<file path="src/rtl/dir_scheduler_pkg.sv">
// Shared direction encoding, reversal helper and scheduler state type.
package dir_scheduler_pkg;

    typedef logic [1:0] dir_t;

    localparam dir_t DIR_UP    = 2'b00;
    localparam dir_t DIR_DOWN  = 2'b01;
    localparam dir_t DIR_LEFT  = 2'b10;
    localparam dir_t DIR_RIGHT = 2'b11;

    typedef enum logic [1:0] {
        IDLE = 2'b00,
        RUN  = 2'b01,
        DEAD = 2'b10
    } sched_state_t;

    // Opposite directions differ only in bit 0.
    function automatic dir_t reverse(input dir_t d);
        return {d[1], ~d[0]};
    endfunction

endpackage

</file>
<file path="src/rtl/dir_fifo.sv">
// Circular buffer of directions; push into a full buffer succeeds only alongside a pop.
// Head/tail are combinational reads of the stored entries.
module dir_fifo
    import dir_scheduler_pkg::*;
#(
    parameter int DEPTH = 4,
    localparam int PTR_W = $clog2(DEPTH),
    localparam int LVL_W = $clog2(DEPTH + 1)
) (
    input  logic             clk,
    input  logic             rst,
    input  logic             push,
    input  dir_t             push_dat,
    input  logic             pop,
    output dir_t             head,
    output dir_t             tail,
    output logic [LVL_W-1:0] level,
    output logic             full,
    output logic             empty
);

    dir_t             mem_q [DEPTH];
    dir_t             mem_d [DEPTH];
    logic [PTR_W-1:0] wr_q, wr_d;
    logic [PTR_W-1:0] rd_q, rd_d;
    logic [LVL_W-1:0] level_q, level_d;
    logic [PTR_W-1:0] tail_ptr;
    logic             do_push;
    logic             do_pop;

    assign empty    = (level_q == '0);
    assign full     = (level_q == LVL_W'(DEPTH));
    assign do_pop   = pop && !empty;
    assign do_push  = push && (!full || do_pop);
    assign tail_ptr = wr_q - PTR_W'(1);
    assign head     = mem_q[rd_q];
    assign tail     = mem_q[tail_ptr];
    assign level    = level_q;

    always_comb begin
        mem_d   = mem_q;
        wr_d    = wr_q;
        rd_d    = rd_q;
        level_d = level_q;
        if (do_push) begin
            mem_d[wr_q] = push_dat;
            wr_d        = wr_q + PTR_W'(1);
        end
        if (do_pop) begin
            rd_d = rd_q + PTR_W'(1);
        end
        case ({do_push, do_pop})
            2'b10:   level_d = level_q + LVL_W'(1);
            2'b01:   level_d = level_q - LVL_W'(1);
            default: level_d = level_q;
        endcase
    end

    always_ff @(posedge clk) begin
        if (rst) begin
            mem_q   <= '{default: DIR_UP};
            wr_q    <= '0;
            rd_q    <= '0;
            level_q <= '0;
        end else begin
            mem_q   <= mem_d;
            wr_q    <= wr_d;
            rd_q    <= rd_d;
            level_q <= level_d;
        end
    end

endmodule

</file>
<file path="src/rtl/dir_scheduler.sv">
// Queues reversal-safe direction presses and releases one per game step derived from frame strobes.
// DIR_QUEUE_EN selects a DEPTH-entry FIFO; otherwise a single overwrite-on-press pending slot is used.
module dir_scheduler
    import dir_scheduler_pkg::*;
#(
    parameter int DEPTH = 4,
    parameter int SPD_W = 4,
    localparam int LVL_W = $clog2(DEPTH + 1)
) (
    input  logic             clk,
    input  logic             rst,
    input  logic             i_up,
    input  logic             i_down,
    input  logic             i_left,
    input  logic             i_right,
    input  logic             i_frame,
    input  logic [SPD_W-1:0] i_speed,
    input  logic             i_alive,
    output logic             o_step,
    output logic [1:0]       o_dir,
    output logic             o_start,
    output logic [LVL_W-1:0] o_level
);

    logic [3:0]       btn_q, btn_d;
    logic [3:0]       press;
    logic             cand_vld_q, cand_vld_d;
    dir_t             cand_dir_q, cand_dir_d;
    sched_state_t     state_q, state_d;
    logic [SPD_W-1:0] cnt_q, cnt_d;
    logic             o_step_q, o_step_d;
    dir_t             o_dir_q, o_dir_d;
    logic             o_start_q, o_start_d;

    dir_t             ref_dir;
    dir_t             head_dir;
    logic             q_empty;
    logic             accept;
    logic             push_req;
    logic             step_fire;

    // Press detection is registered, so a candidate is judged one cycle after its edge.
    always_comb begin
        btn_d      = {i_up, i_down, i_left, i_right};
        press      = btn_d & ~btn_q;
        cand_vld_d = |press;
        cand_dir_d = DIR_RIGHT;
        if (press[3])      cand_dir_d = DIR_UP;
        else if (press[2]) cand_dir_d = DIR_DOWN;
        else if (press[1]) cand_dir_d = DIR_LEFT;
    end

    assign accept = cand_vld_q
                 && (cand_dir_q != ref_dir)
                 && (cand_dir_q != reverse(ref_dir));

    // Blocking on o_step_q keeps steps at least one cycle apart even with a stuck frame strobe.
    assign step_fire = (state_q == RUN) && i_alive && i_frame && !o_step_q
                    && (cnt_q >= i_speed);

`ifdef DIR_QUEUE_EN
    dir_t             tail_dir;
    logic             q_full;
    logic [LVL_W-1:0] q_level;

    assign ref_dir  = q_empty ? o_dir_q : tail_dir;
    assign push_req = accept && (state_q != DEAD) && (!q_full || step_fire);

    dir_fifo #(
        .DEPTH (DEPTH)
    ) u_dir_fifo (
        .clk      (clk),
        .rst      (rst),
        .push     (push_req),
        .push_dat (cand_dir_q),
        .pop      (step_fire),
        .head     (head_dir),
        .tail     (tail_dir),
        .level    (q_level),
        .full     (q_full),
        .empty    (q_empty)
    );

    assign o_level = q_level;
`else
    logic pend_vld_q, pend_vld_d;
    dir_t pend_dir_q, pend_dir_d;

    assign ref_dir  = o_dir_q;
    assign push_req = accept && (state_q != DEAD);

    always_comb begin
        pend_vld_d = pend_vld_q;
        pend_dir_d = pend_dir_q;
        if (push_req) begin
            pend_vld_d = 1'b1;
            pend_dir_d = cand_dir_q;
        end else if (step_fire) begin
            pend_vld_d = 1'b0;
        end
    end

    always_ff @(posedge clk) begin
        if (rst) begin
            pend_vld_q <= 1'b0;
            pend_dir_q <= DIR_UP;
        end else begin
            pend_vld_q <= pend_vld_d;
            pend_dir_q <= pend_dir_d;
        end
    end

    assign head_dir = pend_dir_q;
    assign q_empty  = !pend_vld_q;
    assign o_level  = LVL_W'(pend_vld_q);
`endif

    always_comb begin
        state_d   = state_q;
        cnt_d     = cnt_q;
        o_step_d  = step_fire;
        o_dir_d   = o_dir_q;
        o_start_d = o_start_q;
        case (state_q)
            IDLE: begin
                cnt_d = '0;
                if (push_req) begin
                    state_d   = RUN;
                    o_start_d = 1'b1;
                end
            end
            RUN: begin
                if (!i_alive) begin
                    state_d = DEAD;
                end else if (i_frame && !o_step_q) begin
                    cnt_d = step_fire ? '0 : cnt_q + SPD_W'(1);
                end
            end
            DEAD:    state_d = DEAD;
            default: state_d = IDLE;
        endcase
        if (step_fire && !q_empty) begin
            o_dir_d = head_dir;
        end
    end

    always_ff @(posedge clk) begin
        if (rst) begin
            btn_q      <= '0;
            cand_vld_q <= 1'b0;
            cand_dir_q <= DIR_UP;
            state_q    <= IDLE;
            cnt_q      <= '0;
            o_step_q   <= 1'b0;
            o_dir_q    <= DIR_LEFT;
            o_start_q  <= 1'b0;
        end else begin
            btn_q      <= btn_d;
            cand_vld_q <= cand_vld_d;
            cand_dir_q <= cand_dir_d;
            state_q    <= state_d;
            cnt_q      <= cnt_d;
            o_step_q   <= o_step_d;
            o_dir_q    <= o_dir_d;
            o_start_q  <= o_start_d;
        end
    end

    assign o_step  = o_step_q;
    assign o_dir   = o_dir_q;
    assign o_start = o_start_q;

endmodule
</file>
<file path="config.mk">
export PLATFORM = sky130hd
export DESIGN_NAME = dir_scheduler
export DESIGN_NICKNAME = d
export VERILOG_FILES = /design/src/rtl/dir_scheduler_pkg.sv /design/src/rtl/dir_fifo.sv /design/src/rtl/dir_scheduler.sv
export SDC_FILE = /design/constraint.sdc
export NUM_CORES = 1
export LEC_CHECK = 0
export BUFFER_PORTS_ARGS = -buffer_cell sky130_fd_sc_hd__clkbuf_2
export CAP_MARGIN = 20
export CORE_MARGIN = 2
export CORE_UTILIZATION = 40
export CTS_BUF_LIST = sky130_fd_sc_hd__clkbuf_4
export DETAILED_ROUTE_END_ITERATION = 12
export GPL_TIMING_DRIVEN = 0
export PLACE_DENSITY_LB_ADDON = 0.08
export RECOVER_POWER = 50
export SYNTH_ARGS = -nofsm -noshare
export SYNTH_HDL_FRONTEND = slang
export SYNTH_HIERARCHICAL = 1
export SYNTH_SLANG_ARGS = --single-unit
</file>
<file path="constraint.sdc">
create_clock -name clk -period 4.05 [get_ports clk]
set_clock_uncertainty 0.15 [all_clocks]
set_input_delay 0.2025 -clock clk [delete_from_list [all_inputs] [get_ports clk]]
set_output_delay 0.2025 -clock clk [all_outputs]
set_load 0.1 [all_outputs]
</file>
# ---- After elaboration in Yosys (flattened, before gate mapping)
# Cells that the tools add are included.
dict set report totals {
  out_inout_bits 7
  in_bits 12
  word_cells 55
  ff_bits 20
}
dict set report op_classes {
  reduce_logical 19
  n_bitwise 3
  n_addsub 1
  n_eq_ne 9
  magnitude_cmp 1
  n_mux 11
}
# operator count
set op_table {}
lappend op_table {{two-way mux 4 bit} 3}
lappend op_table {{logical AND 1 bit} 9}
lappend op_table {{inequality test 2 bit (second input constant)} 4}
lappend op_table {{case mux 4 bit (2 select lines)} 1}
lappend op_table {{case mux 2 bit (3 select lines)} 1}
lappend op_table {{adder 4 x 1 -> 4 bit (second input constant)} 1}
lappend op_table {{AND 4 bit} 1}
lappend op_table {{>= comparator 4 bit} 1}
lappend op_table {{two-way mux 1 bit} 4}
lappend op_table {{two-way mux 2 bit} 2}
lappend op_table {{inequality test 2 bit} 2}
lappend op_table {{NOT 4 bit} 1}
lappend op_table {{AND reduction 2 bit} 2}
lappend op_table {{nonzero test 2 bit} 2}
lappend op_table {{OR reduction 4 bit} 1}
lappend op_table {{AND reduction 3 bit} 1}
lappend op_table {{OR reduction 3 bit} 1}
lappend op_table {{equality test 2 x 1 -> 1 bit (second input constant)} 1}
lappend op_table {{equality test 2 bit (second input constant)} 1}
lappend op_table {{logical NOT 2 bit} 1}
lappend op_table {{inequality test 2 x 1 -> 1 bit (second input constant)} 1}
lappend op_table {{OR reduction 2 bit} 1}
lappend op_table {{logical NOT 1 bit} 1}
lappend op_table {{NOT 1 bit} 1}

# ---- Longest topological paths before layout
dict set report logic_depth {
  depth_word 9
  mapped_depth 7
  ltp_nobuf 6
}

# ---- Worst setup path after synthesis
# No wires, ideal clock.
dict set report synth_timing {
  kind {reg-to-reg}
  start {register o_dir_q[1] (netlist: o_dir[1])}
  end {register pend_dir_q[1] (netlist: head_dir[1])}
  stages_incl_launch_ff 6
  required_time_ns 3.783
  n_path_buf 1
  setup_time_ns 0.117
  arrival_time_ns 1.679
  synth_period_minus_slack_ns 1.946
  path_slack_ns 2.104
  path_cell_list {dfxtp_1 xor2_1 and3b_1 buf_6 mux2i_1 nor2_1}
}
dict set report synth_via {
  elab_chain_len 4
  elab_cells_between_ends 5
  cone_classes {eq/ne: 2; reduce/logical: 3}
}
# element line_no
set synth_rtl {}
lappend synth_rtl {{start: declaration} dir_scheduler.sv:32} ;# dir_t o_dir_q, o_dir_d;
lappend synth_rtl {{start signal: assignment} dir_scheduler.sv:164} ;# o_dir_q <= o_dir_d;
lappend synth_rtl {{inequality test 2 bit} dir_scheduler.sv:54} ;# && (cand_dir_q != ref_dir)
lappend synth_rtl {{logical AND 1 bit} dir_scheduler.sv:54}
lappend synth_rtl {{logical AND 1 bit (*)} dir_scheduler.sv:55} ;# && (cand_dir_q != reverse(ref_dir));
lappend synth_rtl {{logical AND 1 bit (*)} dir_scheduler.sv:90} ;# assign push_req = accept && (state_q != DEAD);
lappend synth_rtl {{end signal: assignment} dir_scheduler.sv:109} ;# pend_dir_q <= pend_dir_d;
lappend synth_rtl {{end: declaration} dir_scheduler.sv:87} ;# dir_t pend_dir_q, pend_dir_d;
# Mark *: on every way between the ends. The rest lies on a longest branch, timed or not.
# A chain may end at the register's enable or synchronous reset.

# ---- Worst setup path after layout
dict set report layout_timing {
  start {register o_step_q (netlist: o_step)}
  end {output o_step}
}
# element line_no
set layout_rtl {}
lappend layout_rtl {{start: declaration} dir_scheduler.sv:31} ;# logic o_step_q, o_step_d;
lappend layout_rtl {{start signal: assignment} dir_scheduler.sv:163} ;# o_step_q <= o_step_d;
lappend layout_rtl {{end: declaration} dir_scheduler.sv:19} ;# output logic o_step,
# No word-level cell between the ends.

==> flow_summary.yaml <==
critical_path:
  path_delay_family: "buffers and inverters"
  path_class: "flop to output port"
  critPathRequiredTime_ns: 3.70
  crit_chain: "clkbuf_1"
  start_kind: "flop"
  crit_slowest_cell: "clkbuf_1"
  crit_path_end_kind: "output port"
  reg2reg_setup_slack_ns: 2.36
  slowest_delay_ns: 0.86
  cp_max_fo: 3
  cp.arrival_ns: 1.51
  path_buf_inv: 1
floorplanning:
  fp.dieW_um: 54.03
  core_area_sq_um: 2432
  start_util: 0.4115
  num_rows: 18
  io_pins: 19
  die_y_um: 54.03
  dieArea_sq_um: 2919
global_route:
  global_route.usage.total: 0.1441
  grt_pass1_vias: 711
  grt_max_degree: 12
  grt_antenna_before_repair: 0
  grt_overflow: 0
  grt_pass1_wl_mm: 2.980
synth:
  postSynthCellCount: 108
  synthMuxAreaShare: 0.05000
  ys_warn_count: 6
  synth_xor_area_frac: 0.008750
  synthTopCellsByArea: "dfxtp_1 40%, ha_1 10%, mux2i_1 5.0%"
  yosys.area_share.adder: 0.1000
  synthSimpleGateAreaFrac: 0.2363
  synth_compound_area_frac: 0.1200
  synth_top_area_frac: 0.4000
  synth_area_sq_um: 1001
  synth.yosys.seq_area_share: 0.4000
  synth_top_family_by_area: "simple AND/OR/NAND/NOR gates"
  yosys.area.top_type: "dfxtp_1"
  ys.flop_type: "dfxtp_1"
  synth_cell_types: 34
  async_flop_share: 0
  syn_area_per_cell_sq_um: 9.268
  synth_edf_count: 0
  ys_ff_latch: 20
cells_and_area:
  regArea_sq_um: 400.4
  multiInputGateArea_sq_um: 523.0
  final_nets: 154
  mostFrequentLayoutCells: "20 x dfxtp_1, 12 x clkbuf_2, 8 x inv_1, 8 x ha_1"
  final_common_cell: "dfxtp_1"
  area.growth.synth_to_final_pct: 17.50
  insertedDiodeCount: 0
  fill_cells: 243
  drive_above_1_share: 0.2030
sta:
  slew_headroom: 0.2318
  hold_viol: 0
  period_minus_slack_ns: 1.866
  period_share: 0.4608
  setup_violations: 0
  fmax_mhz: 535.8
  drv_slew: 0
  tns_ns: 0
  worst_slew_pin_slew_ns: 1.157
  rsz0062_at_grt: "false"
  worst_hold_slack_ns: 0.03523
run:
  maxCapViolations: 0
clock_tree:
  cts_resized: 0
  numCtsBuffers: 3
  cts_tree: "built"
  root_buffer: "clkbuf_4"
  clock_latency_ns: 0.30
  cts.sink_count: 20
  cts.htree.levels: 1
  cts_setup_buffers: 0
  clockBufferDepth: 2
  clk_pin_slew_ns: 0.11
worst_hold_path:
  hold_path_class: "input port to flop"
detailed_routing:
  drt.antenna.violating_nets: 0
  vias_per_cell: 4.810
  post_drt_wl_per_cell_um: 10.97
  drt-total-wl_mm: 1.788
  drt_iter0_markers: 20
  vias: 784
  drt_first_pass_iters: 4
  drc_errors: 0
placement:
  io_buffers: 16
  globalplace.congestion: 0.7154
  dp_hpwl_mm: 1.324
pwr:
  cellPowerDensity_nw_per_um2: 368.6
  p_leak_nw: 0.4948
  peakVddDrop_v: 0.0002658
run_status:
  status: "complete, no violations"
[synth_stat cells, types with 2 or more instances]
library cell	n
dfxtp_1	20
ha_1	8
inv_1	8
a21oi_1	7
nor2_1	7
nand2b_1	6
nor2b_1	6
mux2i_1	5
nand2_1	5
buf_4	4
nor3_1	3
nor3b_1	3
a32oi_1	2
buf_2	2
nand3_1	2
o211ai_1	2
[final cells by class]
class	count	share of cell area
Inverter	8	0.02553
Clock inverter	1	0.003191
Tap cell	30	0.03191
Clock buffer	3	0.01915
Sequential cell	20	0.3404
Buffer	7	0.03723
Multi-Input combinational cell	74	0.4447
Timing Repair Buffer	20	0.09787
[timing repair]
item	CTS	global route
hold buffers	4	0
endpoints found under the setup margin	0	0
endpoints found under the hold margin	5	0
[logic make-up (layout without fill, tap and decap cells)]
| logic type | Yosys count | count (layout) |
|---|---|---|
| buf+inv | 15 | 39 |
| compound gates | 18 | 18 |
| mux | 5 | 5 |
| other cells | 1 | 2 |
| xor+xnor | 1 | 1 |
| simple gates | 40 | 40 |
| flops | 20 | 20 |
| fa+ha+maj | 8 | 8 |
[routing by layer]
layer	up-vias	GRT usage	wire length [um]
met2	15	0.2337	821
met1	353	0.1735	869
met4	0	0.08333	37
li1	411	-	-
met3	5	0.03333	60
met5	-	0	0
[state kept, by name, indices dropped and copies added (netlist names)]
register    flops
o_start         1
cnt_q           4
o_step          1
state_q         2
o_dir           2
cand_dir_q      2
btn_q           4
cand_vld_q      1
pend_vld_q      1
head_dir        2
[report_power, final]
part | switching [W] | internal [W] | leakage (nW)
clock | 0.0000605 | 0.0000359 | 0.0154
combinational | 0.0000752 | 0.0000449 | 0.315
sequential | 0.00000764 | 0.000209 | 0.164
total | 0.000143 | 0.000290 | 0.495
[per-stage QoR]
stage / area, sq um / util / setup slack [ns] / std cells / power [W]
after global placement: 1122 / 0.4614 / 2.424 / 155 / 0.0003405
final: 1176 / 0.4835 / 2.184 / 163 / 0.0004335
after floorplan: 1005 / - / 2.104 / 109 / 0.0003184
after CTS: 1189 / 0.4887 / 2.344 / 163 / 0.0004419
after detailed placement: 1122 / 0.4614 / 2.372 / 155 / 0.0003428
after global routing: 1176 / 0.4835 / 2.126 / 163 / 0.0004594
[worst paths after layout]
kind	startpoint	end	depth (start not counted)
setup / recovery	o_step	o_step	1
hold / removal	i_frame	o_step	3
setup reg to reg	cnt_q[0]	cnt_q[2]	6
hold reg to reg	o_start	o_start	2
Note: power is estimated with default switching activity, not from simulation.
